[src/rtl/sync_fifo.sv]
// Single-clock FIFO with show-ahead read, occupancy count,
// threshold flags and sticky overflow/underflow error flags.
module sync_fifo #(
    parameter int DATA_WIDTH = 8,
    parameter int MEM_DEPTH  = 8,
    parameter int ADDR_WIDTH = $clog2(MEM_DEPTH),
    parameter int AF_LEVEL   = MEM_DEPTH - 2,
    parameter int AE_LEVEL   = 2
) (
    input  logic                  CLK,
    input  logic                  RST_n,
    input  logic                  FLUSH,
    input  logic                  W_EN,
    input  logic [DATA_WIDTH-1:0] W_DATA,
    input  logic                  R_EN,
    output logic [DATA_WIDTH-1:0] R_DATA,
    output logic                  FULL,
    output logic                  EMPTY,
    output logic                  ALMOST_FULL,
    output logic                  ALMOST_EMPTY,
    output logic [ADDR_WIDTH:0]   COUNT,
    output logic                  OVERFLOW,
    output logic                  UNDERFLOW
);

    localparam logic [ADDR_WIDTH:0] DEPTH_C = MEM_DEPTH[ADDR_WIDTH:0];
    localparam logic [ADDR_WIDTH:0] AF_C    = AF_LEVEL[ADDR_WIDTH:0];
    localparam logic [ADDR_WIDTH:0] AE_C    = AE_LEVEL[ADDR_WIDTH:0];

    logic [DATA_WIDTH-1:0] mem [MEM_DEPTH];
    logic [ADDR_WIDTH-1:0] wr_ptr;
    logic [ADDR_WIDTH-1:0] rd_ptr;
    logic                  push_ok;
    logic                  pop_ok;
    logic [ADDR_WIDTH:0]   count_nxt;
    logic                  ovf_nxt;
    logic                  udf_nxt;

    // Accept decisions, next occupancy and next sticky error state.
    always_comb begin
        push_ok   = W_EN & (~FULL | R_EN);
        pop_ok    = R_EN & ~EMPTY;
        count_nxt = COUNT;
        ovf_nxt   = OVERFLOW | (W_EN & ~push_ok);
        udf_nxt   = UNDERFLOW | (R_EN & EMPTY);
        if (FLUSH) begin
            count_nxt = '0;
            ovf_nxt   = 1'b0;
            udf_nxt   = 1'b0;
        end else if (push_ok & ~pop_ok) begin
            count_nxt = COUNT + 1'b1;
        end else if (pop_ok & ~push_ok) begin
            count_nxt = COUNT - 1'b1;
        end
    end

    // Pointers, count and flags; flags come from next count so they never lag.
    always_ff @(posedge CLK or negedge RST_n) begin
        if (!RST_n) begin
            wr_ptr       <= '0;
            rd_ptr       <= '0;
            COUNT        <= '0;
            FULL         <= 1'b0;
            EMPTY        <= 1'b1;
            ALMOST_FULL  <= 1'b0;
            ALMOST_EMPTY <= 1'b1;
            OVERFLOW     <= 1'b0;
            UNDERFLOW    <= 1'b0;
        end else begin
            if (FLUSH) begin
                wr_ptr <= '0;
                rd_ptr <= '0;
            end else begin
                if (push_ok) wr_ptr <= wr_ptr + 1'b1;
                if (pop_ok)  rd_ptr <= rd_ptr + 1'b1;
            end
            COUNT        <= count_nxt;
            FULL         <= (count_nxt == DEPTH_C);
            EMPTY        <= (count_nxt == '0);
            ALMOST_FULL  <= (count_nxt >= AF_C);
            ALMOST_EMPTY <= (count_nxt <= AE_C);
            OVERFLOW     <= ovf_nxt;
            UNDERFLOW    <= udf_nxt;
        end
    end

    // Storage array; contents survive reset and flush.
    always_ff @(posedge CLK) begin
        if (!FLUSH && push_ok) mem[wr_ptr] <= W_DATA;
    end

    // Show-ahead head word, forced to zero while empty.
    always_comb begin
        R_DATA = '0;
        if (!EMPTY) R_DATA = mem[rd_ptr];
    end

endmodule

[config.mk]
export PLATFORM = sky130hd
export DESIGN_NAME = sync_fifo
export DESIGN_NICKNAME = d
export VERILOG_FILES = /design/src/rtl/sync_fifo.sv
export SDC_FILE = /design/constraint.sdc
export NUM_CORES = 1
export LEC_CHECK = 0
export ABC_AREA = 1
export BUFFER_PORTS_ARGS = -buffer_cell sky130_fd_sc_hd__buf_2
export CAP_MARGIN = 20
export CORE_MARGIN = 4
export CORE_UTILIZATION = 58
export CTS_CLUSTER_DIAMETER = 60
export DETAILED_ROUTE_END_ITERATION = 8
export PLACE_DENSITY_LB_ADDON = 0.3
export SYNTH_ARGS = -nofsm -noshare
export SYNTH_HDL_FRONTEND = slang
export SYNTH_SLANG_ARGS = --single-unit
[constraint.sdc]
create_clock -name CLK -period 1.7 [get_ports CLK]
set_input_delay 0.34 -clock CLK [delete_from_list [all_inputs] [get_ports CLK]]
set_output_delay 0.34 -clock CLK [all_outputs]
set_load 0.02 [all_outputs]
==> reports/results.env, run 1 <==
OUTCOME='finished, violations left'
FAILED_CHECKS='setup timing'
CTS_TREE='built'
CP_CELL_SEQUENCE='clkinv_4, buf_6, buf_6, o21ai_2, o21ai_2, o21ai_1, nor2_1, buf_4'
FIN_CRIT_SH_PCT=126
AREA_GROWTH_SYN_TO_LAYOUT_PCT=21.5
CRITICAL_PATH.MAX_STAGE_DELAY_NS=0.48
DETAIL_ROUTE.DRC_VIOLATIONS=0
ANTENNA_VIOLATING_NETS_POST_ROUTE=0
DETAILED_PLACE.AREA_SQ_UM=3720
ROUTABILITY_CONGESTION_ESTIMATE=0.875
HTREE_NUM_LEVELS=3
YS_WARN_COUNT=0
GRTUSAGETOTAL_PCT=23.2
WORST-ENDPOINT-ARRIVAL_NS=1.80
OVERFLOW=0
CORE_AREA_SQ_UM=5570
CLK_PIN_SLEW_WORST_PATHS_NS=0.08
LARGEST_NET_DEGREE_AT_THE_START_OF_GLOBAL_ROUTING=35
WORST_SLEW_PIN_SLEW_NS=0.383
SLEW_HEADROOM_PCT=74.5
DRIVE_GT1_SHARE_PCT=27.3
DESIGN_AREA_SQ_UM=4120
FINAL.FILL_COUNT=370
SYNTHESIS.NETS=321
TOTALPOWERFINAL_mW=5.06
NUMBER_OF_GLOBAL_ROUTE_VIAS_BEFORE_REPAIR=2445
FLOORPLAN.INITIALDENSITY_PCT=60.8
DP.CELLS=413
CP-START-KIND='flip-flop'
CLKSINKCOUNT=80
PEAK_VDD_IR_mV=0.799
POSTROUTEWIRELENGTH_UM=7720
MAX_FREQ_MHz=468
GRT_PASS1_WL_UM=12600
TOTAL_LEAKAGE_POWER_nW=1.66
TIMING.FINAL.WS_SETUP_NS=-0.438
MAXSLEWVIOLCOUNT=0
GRT_SETUP_UNREPAIRED='yes'
STD_CELL_ROWS=27
FIN_SKEW_NS=0.00564
GRT_ANTENNA_BEFORE_REPAIR=0
TYPE_OF_THE_SETUP_PATH_WITH_THE_LEAST_SLACK='flip-flop to output pin'
SYNTH_SEQUENTIAL_AREA_RATIO_PCT=68.6
ANTENNA-DIODE-COUNT=0
SYNTH_AREA_SQ_UM=3390
CLOCK-ROOT-BUFFER='sky130_fd_sc_hd__clkbuf_8'
DP.FINAL_HPWL_UM=4830
RATIO_OF_ROUTED_VIAS_TO_STANDARD_CELLS=5.77
PRECTSSETUPSLACK_NS=-0.0323
CLOCKBUFFERDEPTH=2
VIA_COUNT=2529
SETUP_TNS_AFTER_FINAL_LAYOUT_NS=-3.00
NUMPORTBUFFERS=30
CRITPATHSLOWESTCELL='sky130_fd_sc_hd__dfrtp_2'
FINALHOLDVIOLCOUNT=0
CRIT_PATH_END_KIND='output pin'
DIE_EXTENT_IN_X_UM=84.4
NUMBER_OF_SETUP_VIOLATIONS_IN_THE_FINAL_REPORT=8
CTS_INSERTED_BUFFERS=9
IO_PINS=31
POSTSYNTHCELLCOUNT=304
CRITPATHREQUIREDTIME_NS=1.36
DR.PASS1.ITERS=5
PERIOD_NEEDED_NS=2.14
CELLPOWERDENSITY_nW_PER_UM2=1230
DIE_AREA_SQ_UM=7130
DISTINCT_CELL_TYPE_COUNT_OF_THE_SYNTHESIZED_NETLIST=25
CRIT_FANOUT=7
SYN-MEAN-INSTANCE-AREA_SQ_UM=11.1
CLK-INSERTION-DELAY-LATE_NS=0.35
DIE_Y_UM=84.4
FINAL_NETS=378
MAXIMUM_CAPACITANCE_VIOLATIONS=0
WL_PER_CELL_UM=17.6
DR.FIRST_ITER.DRC_COUNT=327
YS_SEQ_ELEMENTS=80
INSTANCES_NO_FILL=438
TYPE_OF_THE_MOST_CRITICAL_HOLD_PATH='primary input to flip-flop'
-- worst paths after layout --
| path | cells past startpoint | slack (ns) | from | endpoint |
|---|---|---|---|---|
| max | 8 | -0.44 | rd_ptr[0] | R_DATA[1] |
| min | 2 | 0.24 | FLUSH | UNDERFLOW |
| max reg2reg | 7 | 0.14 | EMPTY | EMPTY |
| min reg2reg | 2 | 0.51 | UNDERFLOW | UNDERFLOW |
| max in group asynchronous | 2 | 0.94 | RST_n | EMPTY |
| min in group asynchronous | 2 | 0.45 | RST_n | wr_ptr[2] |
-- per-stage QoR --
step	hold slack [ns]	util, %
floorplan	0.0444	-
global placement	0.271	66.8
detailed placement	0.276	66.8
CTS	0.210	72.2
global route	0.242	73.8
finish	0.243	73.8
-- sequential cells by signal, summed over array words and instances (netlist names) --
name	cells
COUNT	4
EMPTY	1
FULL	1
ALMOST_FULL	1
wr_ptr	3
OVERFLOW	1
rd_ptr	3
mem	64
ALMOST_EMPTY	1
UNDERFLOW	1
-- placed cells by master (no fill, tap or decap), drive strengths merged --
cell and count:
clkbuf 9, bufinv 1, nand2 32, dfrtp 14, clkinv 1, nand3 9, o21ai 46, o21a 2
o211ai 1, ha 4, dlygate4sd3 1, inv 24, xnor2 1, nor2 83, edfxtp 64, o32ai 8
nand4 1, buf 55, a21oi 6, clkinvlp 1, dfstp 2, or2 1
-- report_power, final --
part	total [mW]	switching, mW	internal (mW)
registers	2.29	0.0726	2.22
clock network	1.46	0.746	0.709
logic	1.31	0.818	0.496
-- synth_stat cells --
library cell | number | share of area, %
sky130_fd_sc_hd__or2_0 | 1 | 0.18
sky130_fd_sc_hd__nand2_1 | 30 | 3.3
sky130_fd_sc_hd__ha_1 | 4 | 1.5
sky130_fd_sc_hd__o21ai_1 | 5 | 0.74
sky130_fd_sc_hd__xnor2_1 | 1 | 0.26
sky130_fd_sc_hd__a21oi_1 | 5 | 0.74
sky130_fd_sc_hd__o211ai_1 | 1 | 0.22
sky130_fd_sc_hd__nand2_4 | 1 | 0.33
sky130_fd_sc_hd__nor2_1 | 83 | 9.2
sky130_fd_sc_hd__dfrtp_1 | 14 | 10
sky130_fd_sc_hd__o21ai_0 | 41 | 6.1
sky130_fd_sc_hd__o21a_1 | 2 | 0.44
sky130_fd_sc_hd__a21oi_2 | 1 | 0.26
sky130_fd_sc_hd__buf_2 | 7 | 1.0
sky130_fd_sc_hd__nand2_2 | 1 | 0.18
sky130_fd_sc_hd__nand4_1 | 1 | 0.18
sky130_fd_sc_hd__o32ai_1 | 8 | 2.1
sky130_fd_sc_hd__dfstp_2 | 2 | 1.6
sky130_fd_sc_hd__clkbuf_1 | 3 | 0.33
sky130_fd_sc_hd__edfxtp_1 | 64 | 57
sky130_fd_sc_hd__inv_2 | 4 | 0.44
sky130_fd_sc_hd__nand3_4 | 1 | 0.52
sky130_fd_sc_hd__nand3_2 | 3 | 0.89
sky130_fd_sc_hd__inv_1 | 16 | 1.8
sky130_fd_sc_hd__nand3_1 | 5 | 0.74
-- layer usage --
layer / track usage (%) / vias up / routed length [um]
li1: - / 1171 / -
met1: 32.1 / 1204 / 3180
met2: 36.1 / 138 / 3790
met3: 6.28 / 16 / 608
met4: 7.91 / 0 / 144
met5: 0 / - / 0
-- final cells by class --
cell class              instances  area (sq um)  share of cell area [%]
multi-input cells             194          1020                    24.7
inverters                      20          80.1                    1.95
clock inverters                 7          83.8                    2.04
clock buffers                   9           124                    3.01
flip-flops and latches         80          2330                    56.5
repair buffers                 56           395                    9.60
well taps                      72          90.1                    2.19
-- critical path: cells and delay by family, from the launching register on --
kind                   cells  cell delay (ns)
flip-flops                 1             0.48
AND/OR/NAND/NOR            1             0.09
AO/OA/AOI/OAI              3             0.36
buffers and inverters      4             0.54
-- repair_timing --
action	in CTS	in global routing
gates resized for setup	16	36
buffers inserted	5	1
setup endpoints to repair	8	51
pin swaps	5	10
hold buffers	1	0
gates cloned	1	1
hold endpoints to repair	14	0
-- cells by family after synthesis --
group,synth area share (%)
XOR/XNOR,0.259
AND/OR/NAND/NOR,15.5
flip-flops,68.6
AO/OA/AOI/OAI,10.5
buffers and inverters,3.58
adder cells (fa/ha/maj),1.48
No activity file was read; power rests on OpenSTA's default activity.
==> run 2, diff against run 1 <==
Settings changed: SKIP_CTS_REPAIR_TIMING from default to 1.
==> reports/results.env, run 2 (synthesized netlist as in run 1, its figures left out) <==
CLK-INSERTION-DELAY-LATE_NS=0.35
POWER_FRAC_SEQ_PCT=46.3
TOTAL_LEAKAGE_POWER_nW=1.61
CRIT_FANOUT=9
LAYOUT.CELLS.MOST_COMMON_LIST='sky130_fd_sc_hd__nor2_1 (82), sky130_fd_sc_hd__edfxtp_1 (64), sky130_fd_sc_hd__o21ai_0 (36)'
GRT_SETUP_UNREPAIRED='yes'
AREA.SEQUENTIAL_SQ_UM=2330
CELLPOWERDENSITY_nW_PER_UM2=1240
FINAL_CORE_UTILIZATION_PCT=71.5
WORST_SLEW_PIN_SLEW_NS=0.377
REGMOSTFLOPS='mem'
LARGEST_REGISTER_FFS=64
ROUTABILITY_CONGESTION_ESTIMATE=0.875
CTS_TREE='built'
CP-START-KIND='flip-flop'
STD_CELL_ROWS=27
VIA_COUNT=2449
PATH_DELAY_FAMILY='buffers and inverters'
CRITPATHSLOWESTCELL='sky130_fd_sc_hd__dfrtp_2'
ANTENNA_VIOLATING_NETS_POST_ROUTE=0
SWITCHINGPOWER_mW=1.60
DETAILED_PLACE.AREA_SQ_UM=3720
P_INT_mW=3.34
TIMING.FINAL.WS_SETUP_NS=-0.391
CRIT_PATH_FREQUENT_CELL='sky130_fd_sc_hd__nor2_1'
FINALHOLDVIOLCOUNT=0
POSTROUTEWIRELENGTH_UM=7320
LARGESTREGISTERS='mem: 64 flops, COUNT: 4 flops'
COMBINED_AREA_OF_THE_MULTI_INPUT_LOGIC_CELLS_SQ_UM=972
MAX_FREQ_MHz=478
AREA_GROWTH_SYN_TO_LAYOUT_PCT=17.7
FINAL.FILL_COUNT=389
DIE_AREA_SQ_UM=7130
PERIOD_NEEDED_NS=2.09
GRT_PASS1_WL_UM=12200
DESIGN_AREA_SQ_UM=3990
CRITICAL_PATH.N_BUFFERS_INVERTERS=3
CORE_AREA_SQ_UM=5570
NUMPORTBUFFERS=30
DETAIL_ROUTE.DRC_VIOLATIONS=0
HTREE_NUM_LEVELS=3
PEAK_VDD_IR_mV=0.801
SLEW_HEADROOM_PCT=74.9
WL_PER_CELL_UM=17.0
LARGEST_NET_DEGREE_AT_THE_START_OF_GLOBAL_ROUTING=35
DR.PASS1.ITERS=5
ANTENNA-DIODE-COUNT=0
NUMBER_OF_GLOBAL_ROUTE_VIAS_BEFORE_REPAIR=2384
OUTCOME='finished, violations left'
FINAL_NETS=370
IO_PINS=31
GRTUSAGETOTAL_PCT=22.5
TYPE_OF_THE_MOST_CRITICAL_HOLD_PATH='primary input to flip-flop'
DRIVE_GT1_SHARE_PCT=22.6
CLKSINKCOUNT=80
FLOORPLAN.INITIALDENSITY_PCT=60.8
DR.FIRST_ITER.DRC_COUNT=272
POWER_SWITCHING_SHARE_PCT=32.4
OVERFLOW=0
DIE_EXTENT_IN_X_UM=84.4
WORST-ENDPOINT-ARRIVAL_NS=1.75
DIE_Y_UM=84.4
FIN_SKEW_NS=0.00628
NUMBER_OF_SETUP_VIOLATIONS_IN_THE_FINAL_REPORT=8
COMB_POWER_SHARE_PCT=24.0
MAXSLEWVIOLCOUNT=0
RATIO_OF_ROUTED_VIAS_TO_STANDARD_CELLS=5.70
FINAL_COMMON_CELL='sky130_fd_sc_hd__nor2_1'
FIN_CRIT_SH_PCT=123
CRIT_PATH_END_KIND='output pin'
CRITICAL_PATH.MAX_STAGE_DELAY_NS=0.44
TYPE_OF_THE_SETUP_PATH_WITH_THE_LEAST_SLACK='flip-flop to output pin'
CLK_PIN_SLEW_WORST_PATHS_NS=0.09
DP.FINAL_HPWL_UM=4830
MAXIMUM_CAPACITANCE_VIOLATIONS=0
CLOCKBUFFERDEPTH=2
CP_CELL_SEQUENCE='inv_4, buf_4, nor2_1, o32ai_1, nor2_1, nor2_1, buf_2'
GRT_ANTENNA_BEFORE_REPAIR=0
TOTALPOWERFINAL_mW=4.93
POWER_FRAC_CLOCK_PCT=29.7
CLOCK-ROOT-BUFFER='sky130_fd_sc_hd__clkbuf_8'
FAILED_CHECKS='setup timing'
CRITPATHREQUIREDTIME_NS=1.36
CTS_INSERTED_BUFFERS=9
## run 2: cell count changes in the layout (fill, tap and decap cells not counted), sizes merged
cell / before / now
inv: 24 / 25
clkinv: 1 / 0
buf: 55 / 47
## run 2: per-layer routing
layer | wire (um) | GRT usage (%) | part of all wire, % | up-vias
met5 | 0 | 0 | 0 | -
met4 | 121 | 8.63 | 1.7 | 0
met3 | 631 | 6.38 | 8.6 | 10
met2 | 3540 | 34.3 | 48 | 116
met1 | 3040 | 30.9 | 41 | 1171
li1 | - | - | - | 1152
## run 2: final timing paths
check	start	to	slack, ns	depth (start not counted)
worst max-delay path	rd_ptr[0]	R_DATA[4]	-0.39	7
worst min-delay path	FLUSH	UNDERFLOW	0.24	2
worst max register to register	FULL	mem[5][3]	0.17	6
worst min register to register	UNDERFLOW	UNDERFLOW	0.51	2
max in group asynchronous	RST_n	EMPTY	0.95	2
min in group asynchronous	RST_n	wr_ptr[2]	0.44	2
## run 2: layout make-up
class / instances / share of cell area (%)
Clock buffer: 9 / 3.11
Clock inverter: 7 / 2.10
Sequential cell: 80 / 58.3
Tap cell: 72 / 2.26
Multi-Input combinational cell: 194 / 24.4
Inverter: 20 / 1.95
Timing Repair Buffer: 48 / 7.85
## run 2: worst register-to-register path, delay by kind of cell (launching register included)
kind          cells  cell delay, ns
buf+inv           1            0.21
flops             1            0.44
simple gates      5            0.60
## run 2: through the flow
step           setup TNS, ns  instances  setup slack, ns  hold WS (ns)
2_1_floorplan              0        304           0.0176        0.0444
3_3_place_gp               0        413           0.0163         0.271
3_5_place_dp         -0.0979        413          -0.0323         0.276
4_1_cts                -3.18        429           -0.428        -0.110
5_1_grt                -3.66        430           -0.486         0.239
6_report               -2.75        430           -0.391         0.239
## run 2: power by group through the flow
stage	clock network, mW	logic (mW)	registers [mW]
after floorplan	0	0.666	2.38
after global placement	0	1.08	2.32
after detailed placement	0	1.12	2.32
after CTS	1.47	1.13	2.28
after global routing	1.58	1.31	2.29
final	1.47	1.18	2.28
